--- config.mk ---
export PLATFORM = sky130hd
export DESIGN_NAME = crc_stream_hash
export DESIGN_NICKNAME = d
export VERILOG_FILES = /design/src/rtl/crc_hash_pkg.sv /design/src/rtl/crc_hash_step.sv /design/src/rtl/crc_stream_hash.sv
export SDC_FILE = /design/constraint.sdc
export NUM_CORES = 1
export LEC_CHECK = 0
export ABC_AREA = 1
export ABC_CLOCK_PERIOD_IN_PS = 14550
export BUFFER_PORTS_ARGS = -buffer_cell sky130_fd_sc_hd__buf_2
export CELL_PAD_IN_SITES_DETAIL_PLACEMENT = 0
export CELL_PAD_IN_SITES_GLOBAL_PLACEMENT = 1
export CORE_MARGIN = 2
export CORE_UTILIZATION = 48
export DETAILED_ROUTE_END_ITERATION = 8
export GPL_TIMING_DRIVEN = 1
export PLACE_DENSITY = 0.9
export SYNTH_ARGS = -nofsm -noshare
export SYNTH_HDL_FRONTEND = slang
export SYNTH_SLANG_ARGS = --single-unit
--- constraint.sdc ---
create_clock -name clk_i -period 14.55 [get_ports clk_i]
set_input_delay 2.1825 -clock clk_i [delete_from_list [all_inputs] [get_ports clk_i]]
set_output_delay 2.1825 -clock clk_i [all_outputs]
set_load 0.05 [all_outputs]
--- src/rtl/crc_hash_pkg.sv ---
// crc_hash_pkg: CRC width, default polynomials, FSM state type and the
// MSB-first byte step shared by crc_stream_hash and crc_hash_step.
package crc_hash_pkg;

    localparam int CRC_W = 32;

    localparam logic [CRC_W-1:0] POLY_CRC32  = 32'h04C11DB7;
    localparam logic [CRC_W-1:0] POLY_CRC32C = 32'h1EDC6F41;

    typedef enum logic [1:0] {
        IDLE,
        ACCUM,
        HOLD
    } state_t;

    // Non-reflected, no final XOR: data bit 7 enters first.
    function automatic logic [CRC_W-1:0] crc_byte(
        input logic [CRC_W-1:0] crc,
        input logic [7:0]       d,
        input logic [CRC_W-1:0] poly
    );
        logic [CRC_W-1:0] c;
        c = crc;
        for (int i = 7; i >= 0; i--) begin
            if (c[CRC_W-1] ^ d[i]) c = {c[CRC_W-2:0], 1'b0} ^ poly;
            else                   c = {c[CRC_W-2:0], 1'b0};
        end
        return c;
    endfunction

endpackage

--- src/rtl/crc_hash_step.sv ---
// crc_hash_step: combinational one-beat CRC update for one polynomial;
// only the lowest 'count' bytes of the beat are folded in.
module crc_hash_step
    import crc_hash_pkg::*;
#(
    parameter int               BYTES = 4,
    parameter logic [CRC_W-1:0] POLY  = POLY_CRC32C,
    localparam int              CNT_W = $clog2(BYTES + 1)
) (
    input  logic [CRC_W-1:0]     crc_in,
    input  logic [BYTES-1:0][7:0] data,
    input  logic [CNT_W-1:0]     count,
    output logic [CRC_W-1:0]     crc_out
);

    always_comb begin
        crc_out = crc_in;
        for (int i = 0; i < BYTES; i++) begin
            if (i < int'(count)) crc_out = crc_byte(crc_out, data[i], POLY);
        end
    end

endmodule

--- src/rtl/crc_stream_hash.sv ---
// crc_stream_hash: framed byte-stream hasher with NUM_HASH parallel CRC32s.
// Define CRC_STREAM_HASH_IN_REG_EN to add a registered input stage.
module crc_stream_hash
    import crc_hash_pkg::*;
#(
    parameter int                             BYTES_PER_BEAT = 4,
    parameter int                             NUM_HASH       = 2,
    parameter logic [NUM_HASH-1:0][CRC_W-1:0] POLYS          = {POLY_CRC32, POLY_CRC32C},
    parameter logic [CRC_W-1:0]               INIT           = 32'hFFFFFFFF,
    localparam int EMPTY_W = (BYTES_PER_BEAT > 1) ? $clog2(BYTES_PER_BEAT) : 1,
    localparam int CNT_W   = $clog2(BYTES_PER_BEAT + 1)
) (
    input  logic                              clk_i,
    input  logic                              rst_n_i,
    input  logic [BYTES_PER_BEAT-1:0][7:0]    data_i,
    input  logic                              valid_i,
    input  logic                              sop_i,
    input  logic                              eop_i,
    input  logic [EMPTY_W-1:0]                empty_i,
    output logic                              ready_o,
    output logic [NUM_HASH-1:0][CRC_W-1:0]    crc_o,
    output logic [15:0]                       len_o,
    output logic                              crc_valid_o,
    input  logic                              crc_ready_i,
    output logic                              err_o
);

    logic [BYTES_PER_BEAT-1:0][7:0] b_data;
    logic                           b_valid;
    logic                           b_sop;
    logic                           b_eop;
    logic [EMPTY_W-1:0]             b_empty;
    logic                           fsm_ready;

`ifdef CRC_STREAM_HASH_IN_REG_EN
    logic [BYTES_PER_BEAT-1:0][7:0] r_data;
    logic                           r_valid;
    logic                           r_sop;
    logic                           r_eop;
    logic [EMPTY_W-1:0]             r_empty;

    // Stage refills whenever it is empty or its beat moves on this cycle.
    assign ready_o = !r_valid || fsm_ready;

    always_ff @(posedge clk_i or negedge rst_n_i) begin
        if (!rst_n_i) begin
            r_data  <= '0;
            r_valid <= 1'b0;
            r_sop   <= 1'b0;
            r_eop   <= 1'b0;
            r_empty <= '0;
        end else if (ready_o) begin
            r_data  <= data_i;
            r_valid <= valid_i;
            r_sop   <= sop_i;
            r_eop   <= eop_i;
            r_empty <= empty_i;
        end
    end

    assign b_data  = r_data;
    assign b_valid = r_valid;
    assign b_sop   = r_sop;
    assign b_eop   = r_eop;
    assign b_empty = r_empty;
`else
    assign ready_o = fsm_ready;
    assign b_data  = data_i;
    assign b_valid = valid_i;
    assign b_sop   = sop_i;
    assign b_eop   = eop_i;
    assign b_empty = empty_i;
`endif

    state_t                         state_q, state_d;
    logic [NUM_HASH-1:0][CRC_W-1:0] crc_q, crc_d, crc_step;
    logic [15:0]                    len_q, len_d, len_next;
    logic                           err_q, err_d;
    logic                           fire;
    logic                           restart;
    logic [CNT_W-1:0]               count;
    logic [16:0]                    len_sum;

    assign fsm_ready = (state_q != HOLD);
    assign fire      = b_valid && fsm_ready;
    assign restart   = (state_q == IDLE) || b_sop;

    always_comb begin
        count = CNT_W'(BYTES_PER_BEAT);
        if (b_eop) begin
            if (int'(b_empty) < BYTES_PER_BEAT)
                count = CNT_W'(BYTES_PER_BEAT - int'(b_empty));
            else
                count = '0;
        end
    end

    for (genvar h = 0; h < NUM_HASH; h++) begin : g_eng
        logic [CRC_W-1:0] base;
        assign base = restart ? INIT : crc_q[h];
        crc_hash_step #(
            .BYTES (BYTES_PER_BEAT),
            .POLY  (POLYS[h])
        ) u_step (
            .crc_in  (base),
            .data    (b_data),
            .count   (count),
            .crc_out (crc_step[h])
        );
    end

    assign len_sum  = {1'b0, (restart ? 16'd0 : len_q)} + 17'(count);
    assign len_next = len_sum[16] ? 16'hFFFF : len_sum[15:0];

    always_comb begin
        state_d = state_q;
        crc_d   = crc_q;
        len_d   = len_q;
        err_d   = 1'b0;
        unique case (state_q)
            IDLE: begin
                if (fire) begin
                    if (b_sop) begin
                        crc_d   = crc_step;
                        len_d   = len_next;
                        state_d = b_eop ? HOLD : ACCUM;
                    end else begin
                        err_d = 1'b1;
                    end
                end
            end
            ACCUM: begin
                if (fire) begin
                    crc_d = crc_step;
                    len_d = len_next;
                    err_d = b_sop;
                    if (b_eop) state_d = HOLD;
                end
            end
            HOLD: begin
                if (crc_ready_i) state_d = IDLE;
            end
            default: state_d = IDLE;
        endcase
    end

    always_ff @(posedge clk_i or negedge rst_n_i) begin
        if (!rst_n_i) begin
            state_q <= IDLE;
            crc_q   <= {NUM_HASH{INIT}};
            len_q   <= '0;
            err_q   <= 1'b0;
        end else begin
            state_q <= state_d;
            crc_q   <= crc_d;
            len_q   <= len_d;
            err_q   <= err_d;
        end
    end

    assign crc_o       = crc_q;
    assign len_o       = len_q;
    assign crc_valid_o = (state_q == HOLD);
    assign err_o       = err_q;

endmodule
# [Word-level counts from Yosys, hierarchy flattened]
# Cells that the tools add are included.
[totals] reg_bits=83 output_inout_bits=83 wordCells=305
[classes] addsub=2 order_cmp=4 n_eq_ne=8 n_mux=152 n_bitwise=128 n_reduce_logical=6
[op_table] operator="2-to-1 mux 32 bit" n=66
[op_table] operator="2-to-1 mux 29 bit" n=32
[op_table] operator="2-to-1 mux 27 bit" n=32
[op_table] operator="inverter 17 bit" n=32
[op_table] operator="inverter 14 bit" n=32
[op_table] operator="2-to-1 mux 64 bit" n=3
[op_table] operator="case mux 64 bit (2 select lines)" n=1
[op_table] operator="2-to-1 mux 16 bit" n=5
[op_table] operator="XOR 1 bit" n=64
[op_table] operator="case mux 16 bit (2 select lines)" n=1
[op_table] operator="adder 16 x 3 -> 17 bit" n=1
[op_table] operator="2-to-1 mux 2 bit" n=6
[op_table] operator="!= test 2 bit (second input constant)" n=5
[op_table] operator="< comparator 1 x 3 -> 1 bit (first input constant)" n=2
[op_table] operator="< comparator 2 x 3 -> 1 bit (first input constant)" n=2
[op_table] operator="case mux 2 bit (3 select lines)" n=1
[op_table] operator="AND reduction 5 bit" n=1
[op_table] operator="AND reduction 4 bit" n=1
[op_table] operator="2-to-1 mux 1 bit" n=3
[op_table] operator="2-to-1 mux 3 bit" n=1
[op_table] operator="subtractor 3 x 2 -> 3 bit (first input constant)" n=1
[op_table] operator="== test 2 x 1 -> 1 bit (second input constant)" n=1
[op_table] operator="== test 2 bit (second input constant)" n=1
[op_table] operator="zero test 2 bit" n=1
[op_table] operator="5 further kinds" n=5

# [Longest topological paths before layout]
# Gate-level depths: netlist (run 1).
[logic_depth] depth_word=102 mapped_depth=56 depth_no_buf=53

# [Hierarchy]
# From an unflattened synthesis (run 1), not the netlist that was laid out.
[unflattened] cells_unflattened=3794 hier_area_um2=20447.1
[modules_own_cells] mod="crc_hash_step at g_eng[0].u_step" n_inst=1 cells_per_inst=1724 area_per_inst_um2=8613.3 seq_area_each_um2=0.0
[modules_own_cells] mod="crc_hash_step at g_eng[1].u_step" n_inst=1 cells_per_inst=1497 area_per_inst_um2=7362.1 seq_area_each_um2=0.0
[modules_own_cells] mod="crc_stream_hash" n_inst=1 cells_per_inst=573 area_per_inst_um2=4471.8 seq_area_each_um2=2157.1

# [Worst setup path after synthesis (run 1)]
# OpenSTA, ideal clock, no wires.
[synth_path] kind="input -> register" start="input empty_i[0]" end="register crc_q (netlist bit crc_o[43])" setup_time_ns=0.061 t_arrival_ns=6.559 t_required_ns=14.489 slack_ns=7.930 cell_stages=35 path_buffers=1 path_cell_list="inv_1 ha_1 nor2_4 inv_2 nor2_2 inv_2 nor2_4 inv_2 buf_2 o21ai_1 inv_2 nand2_1 nand2_2 inv_2 xor2_2 xor2_1 xor2_1 nand2_1 o21ai_2 or2_2 nand2_2 xor2_1 and2_1 o21ai_1 nand2_2 xor2_2 nand2_1 nand2_2 inv_2 or2_1 nand3_1 nand2_1 nand2_1 nand2_1 nand2_1"
[synth_between] elab_chain_len=62
[synth_rtl] element="start, declared" line_no="crc_stream_hash.sv:19" source="input logic [EMPTY_W-1:0] empty_i,"
[synth_rtl] element="subtractor 3 x 2 -> 3 bit (*)" line_no="crc_stream_hash.sv:92" source="count = CNT_W'(BYTES_PER_BEAT - int'(b_empty));"
[synth_rtl] element="2-to-1 mux 3 bit (*)" line_no="crc_stream_hash.sv:90" source="if (b_eop) begin"
[synth_rtl] element="< comparator 1 x 3 -> 1 bit" line_no="crc_hash_step.sv:19" source="if (i < int'(count)) crc_out = crc_byte(crc_out, data[i], POLY);"
[synth_rtl] element="2-to-1 mux 32 bit" line_no="crc_hash_step.sv:19"
[synth_rtl] element="2-to-1 mux 27 bit" line_no="crc_hash_pkg.sv:25" source="if (c[CRC_W-1] ^ d[i]) c = {c[CRC_W-2:0], 1'b0} ^ poly;"
[synth_rtl] element="2-to-1 mux 32 bit" line_no="crc_hash_step.sv:19"
[synth_rtl] element="2-to-1 mux 27 bit" line_no="crc_hash_pkg.sv:25"
[synth_rtl] element="2-to-1 mux 32 bit" line_no="crc_hash_step.sv:19"
[synth_rtl] element="[... 46 more ...]"
[synth_rtl] element="2-to-1 mux 27 bit" line_no="crc_hash_pkg.sv:25"
[synth_rtl] element="2-to-1 mux 32 bit" line_no="crc_hash_step.sv:19"
[synth_rtl] element="inverter 14 bit (no line)"
[synth_rtl] element="2-to-1 mux 27 bit" line_no="crc_hash_pkg.sv:25"
[synth_rtl] element="2-to-1 mux 32 bit (*)" line_no="crc_hash_step.sv:19"
[synth_rtl] element="2-to-1 mux 64 bit" line_no="crc_stream_hash.sv:123" source="if (b_sop) begin"
[synth_rtl] element="2-to-1 mux 64 bit" line_no="crc_stream_hash.sv:122" source="if (fire) begin"
[synth_rtl] element="case mux 64 bit (2 select lines) (*)" line_no="crc_stream_hash.sv:120" source="unique case (state_q)"
[synth_rtl] element="end signal, assigned" line_no="crc_stream_hash.sv:150" source="crc_q <= {NUM_HASH{INIT}};"
[synth_rtl] element="end signal, assigned" line_no="crc_stream_hash.sv:155" source="crc_q <= crc_d;"
[synth_rtl] element="end, declared" line_no="crc_stream_hash.sv:76" source="logic [NUM_HASH-1:0][CRC_W-1:0] crc_q, crc_d, crc_step;"
# Mark *: on every way between the ends. The rest lies on a longest branch, timed or not. The select of a mux whose other input is x is not followed.
# A chain may end at the register's enable or synchronous reset.

# [Worst setup path in the final report (run 1)]
[layout_path] start="input empty_i[0]" end="register crc_q (netlist bit crc_o[28])"
[layout_between] elab_chain_len=71
[layout_rtl] element="subtractor 3 x 2 -> 3 bit (*)" line_no="crc_stream_hash.sv:92"
[layout_rtl] element="2-to-1 mux 3 bit (*)" line_no="crc_stream_hash.sv:90"
[layout_rtl] element="< comparator 1 x 3 -> 1 bit" line_no="crc_hash_step.sv:19"
[layout_rtl] element="2-to-1 mux 32 bit" line_no="crc_hash_step.sv:19"
[layout_rtl] element="2-to-1 mux 29 bit" line_no="crc_hash_pkg.sv:25"
[layout_rtl] element="2-to-1 mux 32 bit" line_no="crc_hash_step.sv:19"
[layout_rtl] element="inverter 17 bit (no line)"
[layout_rtl] element="2-to-1 mux 29 bit" line_no="crc_hash_pkg.sv:25"
[layout_rtl] element="[... 55 more ...]"
[layout_rtl] element="2-to-1 mux 29 bit" line_no="crc_hash_pkg.sv:25"
[layout_rtl] element="2-to-1 mux 32 bit" line_no="crc_hash_step.sv:19"
[layout_rtl] element="inverter 17 bit (no line)"
[layout_rtl] element="2-to-1 mux 29 bit" line_no="crc_hash_pkg.sv:25"
[layout_rtl] element="2-to-1 mux 32 bit (*)" line_no="crc_hash_step.sv:19"
[layout_rtl] element="2-to-1 mux 64 bit" line_no="crc_stream_hash.sv:123"
[layout_rtl] element="2-to-1 mux 64 bit" line_no="crc_stream_hash.sv:122"
[layout_rtl] element="case mux 64 bit (2 select lines) (*)" line_no="crc_stream_hash.sv:120"
# Marked as above.

==> summary.md, run 1 <==
| Metric | Value |
|---|---|
| Status | complete, no violations |
| Num CTS Buffers | 9 |
| CTS tree | built |
| Top-count cell post-synth | nand2_1 |
| Met2 usage | 0.595 |
| Io pins | 123 |
| DRT Wirelength | 75.4 mm |
| Global route hottest layer | met2 |
| DRC viols | 0 |
| Core area | 35600 um2 |
| Setup violators final | 0 |
| Drt initial violations | 2295 |
| RSZ-0062 raised after global routing | false |
| Final Net Count | 2987 |
| Largest net degree at the start of global routing | 80 |
| First-pass GRT wire length | 112 mm |
| Startpoint type of the worst setup path | input pin |
| Top cells by area, synth | nand2_1 (23%), xor2_1 (14%), nand3_1 (10%) |
| Post-Syn Area per Cell | 5.99 um2 |
| Critical Path Max Stage Delay | 0.54 ns |
| Post-synth top cells | nand2_1 (1050), nand3_1 (358), xor2_1 (271), inv_1 (209), o21ai_0 (131) |
| Routed Antenna Nets | 0 |
| Global-route usage over all layers | 0.389 |
| Total Neg Setup Slack | 0 ns |
| HP Class | reg -> reg |
| Post-CTS setup buffers | 0 |
| Clock sink count | 83 |
| Min cycle time layout | 10.05 ns |
| Area fraction of the dominant cell type after synthesis | 0.227 |
| Port buffer count | 122 |
| Post_cts resized | 0 |
| CP required | 14.84 ns |
| Slew headroom | 0.290 |
| Detailed placer's ending HPWL | 60.8 mm |
| Critical Path End Type | register |
| Remaining Overflow, GRT | 0 |
| WP data arrival | 10.34 ns |
| Yosys cell types | 61 |
| Syn_nets | 2941 |
| Slew Viols, Final | 0 |
| EDFF count, synth | 0 |
| Placement Rows | 69 |
| CTS Buffer Depth | 2 |
| Final Hold Fails | 0 |
| Sequential share of the synthesized area | 0.124 |
| Max Cap Violations | 0 |
| Setup CP Type | in -> reg |
| Worst-Skew Late Latency | 0.37 ns |
| Vias in the first global route | 18000 |
| Drt first pass iters | 7 |
| Clk_skew | 0.0153 ns |
| Via-to-Cell Ratio | 5.81 |
| Share of cells above drive strength 1 | 0.174 |
| Async set-reset flop share out of synthesis | 1.00 |
| Clock root buffer | clkbuf_16 |
| Worst path bufs/invs | 10 |
| Max frequency | 99.5 MHz |
| Critical-path top delay cell | buf_4 |
| Die Width | 194 um |
| Die height | 194 um |
| CP Max Fanout | 65 |
| Final period utilization | 0.690 |
| Clock transition at the registers of the reported paths | 0.07 ns |
| Critical path's top delay family | simple AND/OR/NAND/NOR gates |
| Cells after Synth | 2896 |
| Post-Synthesis Cell Area | 17300 um2 |
| DR WL/cell | 22.1 um |
| Ys flop type | dfstp_2 |
| Fill cell count | 3785 |
| CP most frequent cell | nand2_1 |
| Die area | 37700 um2 |
| Antenna violations before repair | 4 |
| Yosys warnings | 0 |
| Number of synthesized register bits | 83 |
| Worst Max-Slew Pin Slew | 1.05 ns |
| Hold_buf cts | 0 |
| Routed vias | 19800 |
| H-tree depth | 3 |
| Routability cong. | 1.02 |
| GR Util met3 | 0.0743 |
| Initial Util | 0.487 |
| Area Overhead vs Synth | 6.03% |
| Met1 Usage GRT | 0.545 |
| Cell taking the most area after synthesis | nand2_1 |
-- registers in the layout (all words and copies together) (netlist names) --
name     count
crc_o       64
err_o        1
state_q      2
len_o       16
-- final timing paths --
kind / start / endpoint / slack (ns) / cells past startpoint
min in group asynchronous: rst_n_i / crc_o[12]$_DFFE_PN1P_ / 2.04 / 1
min reg2reg: crc_o[23]$_DFFE_PN1P_ / crc_o[23]$_DFFE_PN1P_ / 0.48 / 2
max reg2reg: state_q[1]$_DFFE_PN0P_ / crc_o[28]$_DFFE_PN1P_ / 7.09 / 45
max in group asynchronous: rst_n_i / err_o$_DFF_PN0_ / 11.69 / 2
max: empty_i[0] / crc_o[28]$_DFFE_PN1P_ / 4.50 / 49
min: crc_o[23]$_DFFE_PN1P_ / crc_o[23]$_DFFE_PN1P_ / 0.48 / 2
-- layout make-up --
type / instances / area, um2 / share of cell area
antenna: 2 / 5.00 / 0.000272
inverter: 250 / 941 / 0.0512
clock inverter: 7 / 65.1 / 0.00354
tap: 461 / 577 / 0.0314
clock buffer: 9 / 225 / 0.0123
timing repair buffer: 134 / 703 / 0.0382
multi-input combinational: 2464 / 13700 / 0.746
sequential: 83 / 2160 / 0.117
-- cell families after synthesis --
| family | after synthesis | synth area share |
|---|---|---|
| compound gates | 291 | 0.0983 |
| xor+xnor | 376 | 0.217 |
| fa+ha+maj | 5 | 0.00404 |
| buf+inv | 349 | 0.0855 |
| flops | 83 | 0.124 |
| mux | 8 | 0.00462 |
| simple gates | 1784 | 0.466 |
-- worst reg2reg max path: cells and delay by family (launching register included) --
family | cells | cell delay, ns
buf+inv | 2 | 0.20
flops | 1 | 0.46
simple gates | 43 | 6.70
-- per-layer routing --
layer / up-vias / routed length (um)
met3: 190 / 7760
met2: 1026 / 32000
li1: 9311 / -
met1: 9276 / 32300
met5: - / 0
met4: 0 / 3310
-- placed cells by master, fill, tap and decap left out, types with 15 or more instances in the layout --
cell type     n
nand2_4      30
xor2_2       17
nand2_1    1049
xnor2_1      68
buf_2       121
o21ai_0     131
or2_2        26
nand3_2      26
o211ai_1     23
inv_1       208
xor2_4       15
nand3_1     358
nor2_1      120
dfrtp_1      19
nand2_2     111
inv_2        41
xor2_1      271
a21oi_1      59
dfstp_2      64
o21ai_1      23
-- per-stage QoR --
stage	instances	hold WS [ns]	area, um2	util	worst slack [ns]
after global placement	3392	0.464	18100	0.509	4.32
after CTS	3408	0.483	18400	0.517	4.70
after detailed placement	3392	0.472	18100	0.509	4.32
after floorplan	2896	0.502	17300	-	7.93
after global routing	3408	0.497	18400	0.517	3.82
final	3410	0.484	18400	0.517	4.50
Power of run 1 is not shown: default switching activity piles up to over one toggle a cycle in this logic, so the estimate is an artifact.
==> run 2: changes to the inputs <==
- ABC_AREA: 1 -> 0
- ABC_CLOCK_PERIOD_IN_PS: 14550 -> 9500
- CORE_UTILIZATION: 48 -> 47
- PLACE_DENSITY: 0.9 -> 0.84
- clock period: 14.55 -> 9.5 ns (I/O delays scaled with it)
==> summary.md, run 2 <==
| Metric | Value |
|---|---|
| HP Class | reg -> reg |
| Min cycle time layout | 8.43 ns |
| Num CTS Buffers | 9 (unchanged) |
| Post-Synthesis Cell Area | 14400 um2 (-17%) |
| Clk_skew | 0.0120 ns (-0.00331 ns) |
| Die area | 32100 um2 (-15%) |
| Routed vias | 12800 (-35%) |
| CP most frequent cell | xnor2_1 |
| RSZ-0062 raised after global routing | false |
| Worst path bufs/invs | 2 (-8) |
| CP Max Fanout | 44 (-32%) |
| Setup CP Type | in -> reg |
| Via-to-Cell Ratio | 5.83 (+0.32%) |
| Hold WS | 0.498 ns (+0.0140 ns) |
| Slew Viols, Final | 0 (unchanged) |
| Yosys cell types | 77 (+26%) |
| CTS tree | built |
| First-pass GRT wire length | 76.6 mm (-32%) |
| Most frequent cells in the layout | xnor2_1 (342), nor2_1 (228), a21oi_1 (158), o21ai_0 (155), nand2_1 (131) |
| Vias in the first global route | 11600 (-36%) |
| Share of cells above drive strength 1 | 0.187 (+0.0125) |
| Clock sink count | 83 (unchanged) |
| Worst reg2reg setup slack | 1.54 ns (-5.55 ns) |
| Clock root buffer | clkbuf_16 |
| Top cells by area, synth | xnor2_1 (21%), dfstp_2 (12%), xnor3_1 (8.1%) |
| Drt first pass iters | 5 (-2) |
| CP required | 9.80 ns (-5.04 ns) |
| Port buffer count | 122 (unchanged) |
| Final period utilization | 0.887 |
| Cells after Synth | 1745 (-40%) |
| DR WL/cell | 23.9 um (+8.1%) |
| Die height | 179 um (-7.7%) |
| Max Cap Violations | 0 (unchanged) |
| Post-CTS setup buffers | 0 (unchanged) |
| Remaining Overflow, GRT | 0 (unchanged) |
| Largest net degree at the start of global routing | 72 (-10%) |
| H-tree depth | 3 (unchanged) |
| Post-Syn Area per Cell | 8.26 um2 (+38%) |
| Yosys warnings | 0 (unchanged) |
| DRT Wirelength | 52.5 mm (-30%) |
| Number of synthesized register bits | 83 (unchanged) |
| Drt initial violations | 1356 (-41%) |
| Io pins | 123 (unchanged) |
| Top-count cell post-synth | xnor2_1 |
| Critical Path End Type | register |
| Cell taking the most area after synthesis | xnor2_1 |
| Async set-reset flop share out of synthesis | 1.00 (unchanged) |
| Critical-path top delay cell | a31oi_1 |
| Startpoint type of the worst setup path | input pin |
| DRC viols | 0 (unchanged) |
| Routability cong. | 0.966 (-5.4%) |
| Final Hold Fails | 0 (unchanged) |
| Area fraction of the dominant cell type after synthesis | 0.208 (-0.0195) |
| Max frequency | 119 MHz |
| Core area | 30400 um2 (-14%) |
| Setup violators final | 0 (unchanged) |
| Clock transition at the registers of the reported paths | 0.08 ns (about the same) |
| Detailed placer's ending HPWL | 41.4 mm (-32%) |
| CTS Buffer Depth | 2 (unchanged) |
| WP data arrival | 8.73 ns (-1.61 ns) |
| Final Cell Area | 15600 um2 (-15%) |
| Ys flop type | dfstp_2 |
| Max FFs per register | 64 (unchanged) |
| Slew headroom | 0.265 (-0.0251) |
| Routed Antenna Nets | 0 (unchanged) |
| Critical path's top delay family | XOR/XNOR gates |
| Initial Util | 0.474 (-0.0137) |
| Area Overhead vs Synth | 8.16% |
| Worst Max-Slew Pin Slew | 1.09 ns (+0.0409 ns) |
| Global-route usage over all layers | 0.327 (-0.0618) |
| Syn_nets | 1790 (-39%) |
| Sequential share of the synthesized area | 0.150 (+0.0252) |
| Die Width | 179 um (-7.7%) |
| CP Cell Sequence | buf_2 -> o21bai_4 -> buf_4 -> nor2_1 -> xnor2_1 -> xnor3_1 -> o22ai_1 -> o211ai_1 -> a211o_1 -> a211o_1 -> a31oi_1 -> xnor2_1 -> xnor2_1 -> xnor3_1 -> mux2i_1 -> xor2_1 -> xor3_2 -> xnor2_2 -> xnor2_1 -> mux2i_1 -> a21oi_1 |
| Commonest non-fill, non-tap cell in the layout | xnor2_1 |
| Total Neg Setup Slack | 0 ns (unchanged) |
| Status | complete, no violations |
| Post_cts resized | 0 (unchanged) |
| Antenna violations before repair | 4 (unchanged) |
| Worst-Skew Late Latency | 0.37 ns (about the same) |
| Final Net Count | 1838 (-38%) |
| Placement Rows | 64 (-7.2%) |
| Post-synth top cells | xnor2_1 (342), nor2_1 (230), a21oi_1 (158), o21ai_0 (155), nand2_1 (132) |
| Hold_buf cts | 0 (unchanged) |
| EDFF count, synth | 0 (unchanged) |
| Critical Path Max Stage Delay | 0.73 ns (+0.19 ns) |
| Placed standard-cell area | 15300 um2 (-16%) |
## run 2: cell type report
type | instances | area [um2]
clock buffers | 9 | 225
diodes | 1 | 2.50
inverters | 14 | 52.6
multi-input cells | 1542 | 11800
fillers | 2979 | 14800
flip-flops and latches | 83 | 2160
well taps | 396 | 495
repair buffers | 143 | 783
clock inverters | 7 | 90.1
## run 2: cells by family (layout without fill, tap and decap cells)
kind of cell | Yosys count | in the layout | share of synthesized area
DFF | 83 | 83 | 0.150
buffers and inverters | 120 | 173 | 0.0357
muxes | 42 | 42 | 0.0355
other | 0 | 1 | 0
adders and majority gates | 5 | 5 | 0.00486
xor gates and xnor gates | 583 | 583 | 0.454
AOI/OAI and AO/OA | 446 | 446 | 0.181
and+or+nand+nor | 466 | 466 | 0.140
## run 2: through the flow
stage	instances	setup slack [ns]	utilization
floorplan	1745	2.24	-
global placement	2178	0.793	0.502
detailed placement	2178	0.850	0.502
CTS	2194	1.21	0.512
global route	2194	0.662	0.512
finish	2195	1.07	0.512
## run 2: final timing paths
check,startpoint,to,depth (start not counted)
max reg2reg,state_q[0]$_DFFE_PN0P_,crc_o[11]$_DFFE_PN1P_,20
min in group asynchronous,rst_n_i,len_o[14]$_DFFE_PN0P_,1
max,sop_i,crc_o[11]$_DFFE_PN1P_,21
max in group asynchronous,rst_n_i,crc_o[46]$_DFFE_PN1P_,2
min,crc_o[50]$_DFFE_PN1P_,crc_o[50]$_DFFE_PN1P_,2
min reg2reg,crc_o[50]$_DFFE_PN1P_,crc_o[50]$_DFFE_PN1P_,2
## run 2: per-layer routing
layer  share of wire  GRT usage  vias to the layer above
met4           0.022     0.0810                        4
met1            0.47      0.495                     6153
met2            0.42      0.472                      560
met3           0.090     0.0634                       65
li1                -          -                     6006
met5         0.00053          0                        -
## run 2: worst reg2reg max path, stage by stage (launching register included)
cell and delay (ns):
dfrtp_1 0.46, o21bai_4 0.59, buf_4 0.53, nor2_1 0.20, xnor2_1 0.46, xnor3_1 0.49
o22ai_1 0.25, o211ai_1 0.17, a211o_1 0.34, a211o_1 0.30, a31oi_1 0.73, xnor2_1 0.44
xnor2_1 0.46, xnor3_1 0.27, mux2i_1 0.25, xor2_1 0.62, xor3_2 0.67, xnor2_2 0.25
xnor2_1 0.15, mux2i_1 0.09, a21oi_1 0.18
Power of run 2 is left out for the same reason.
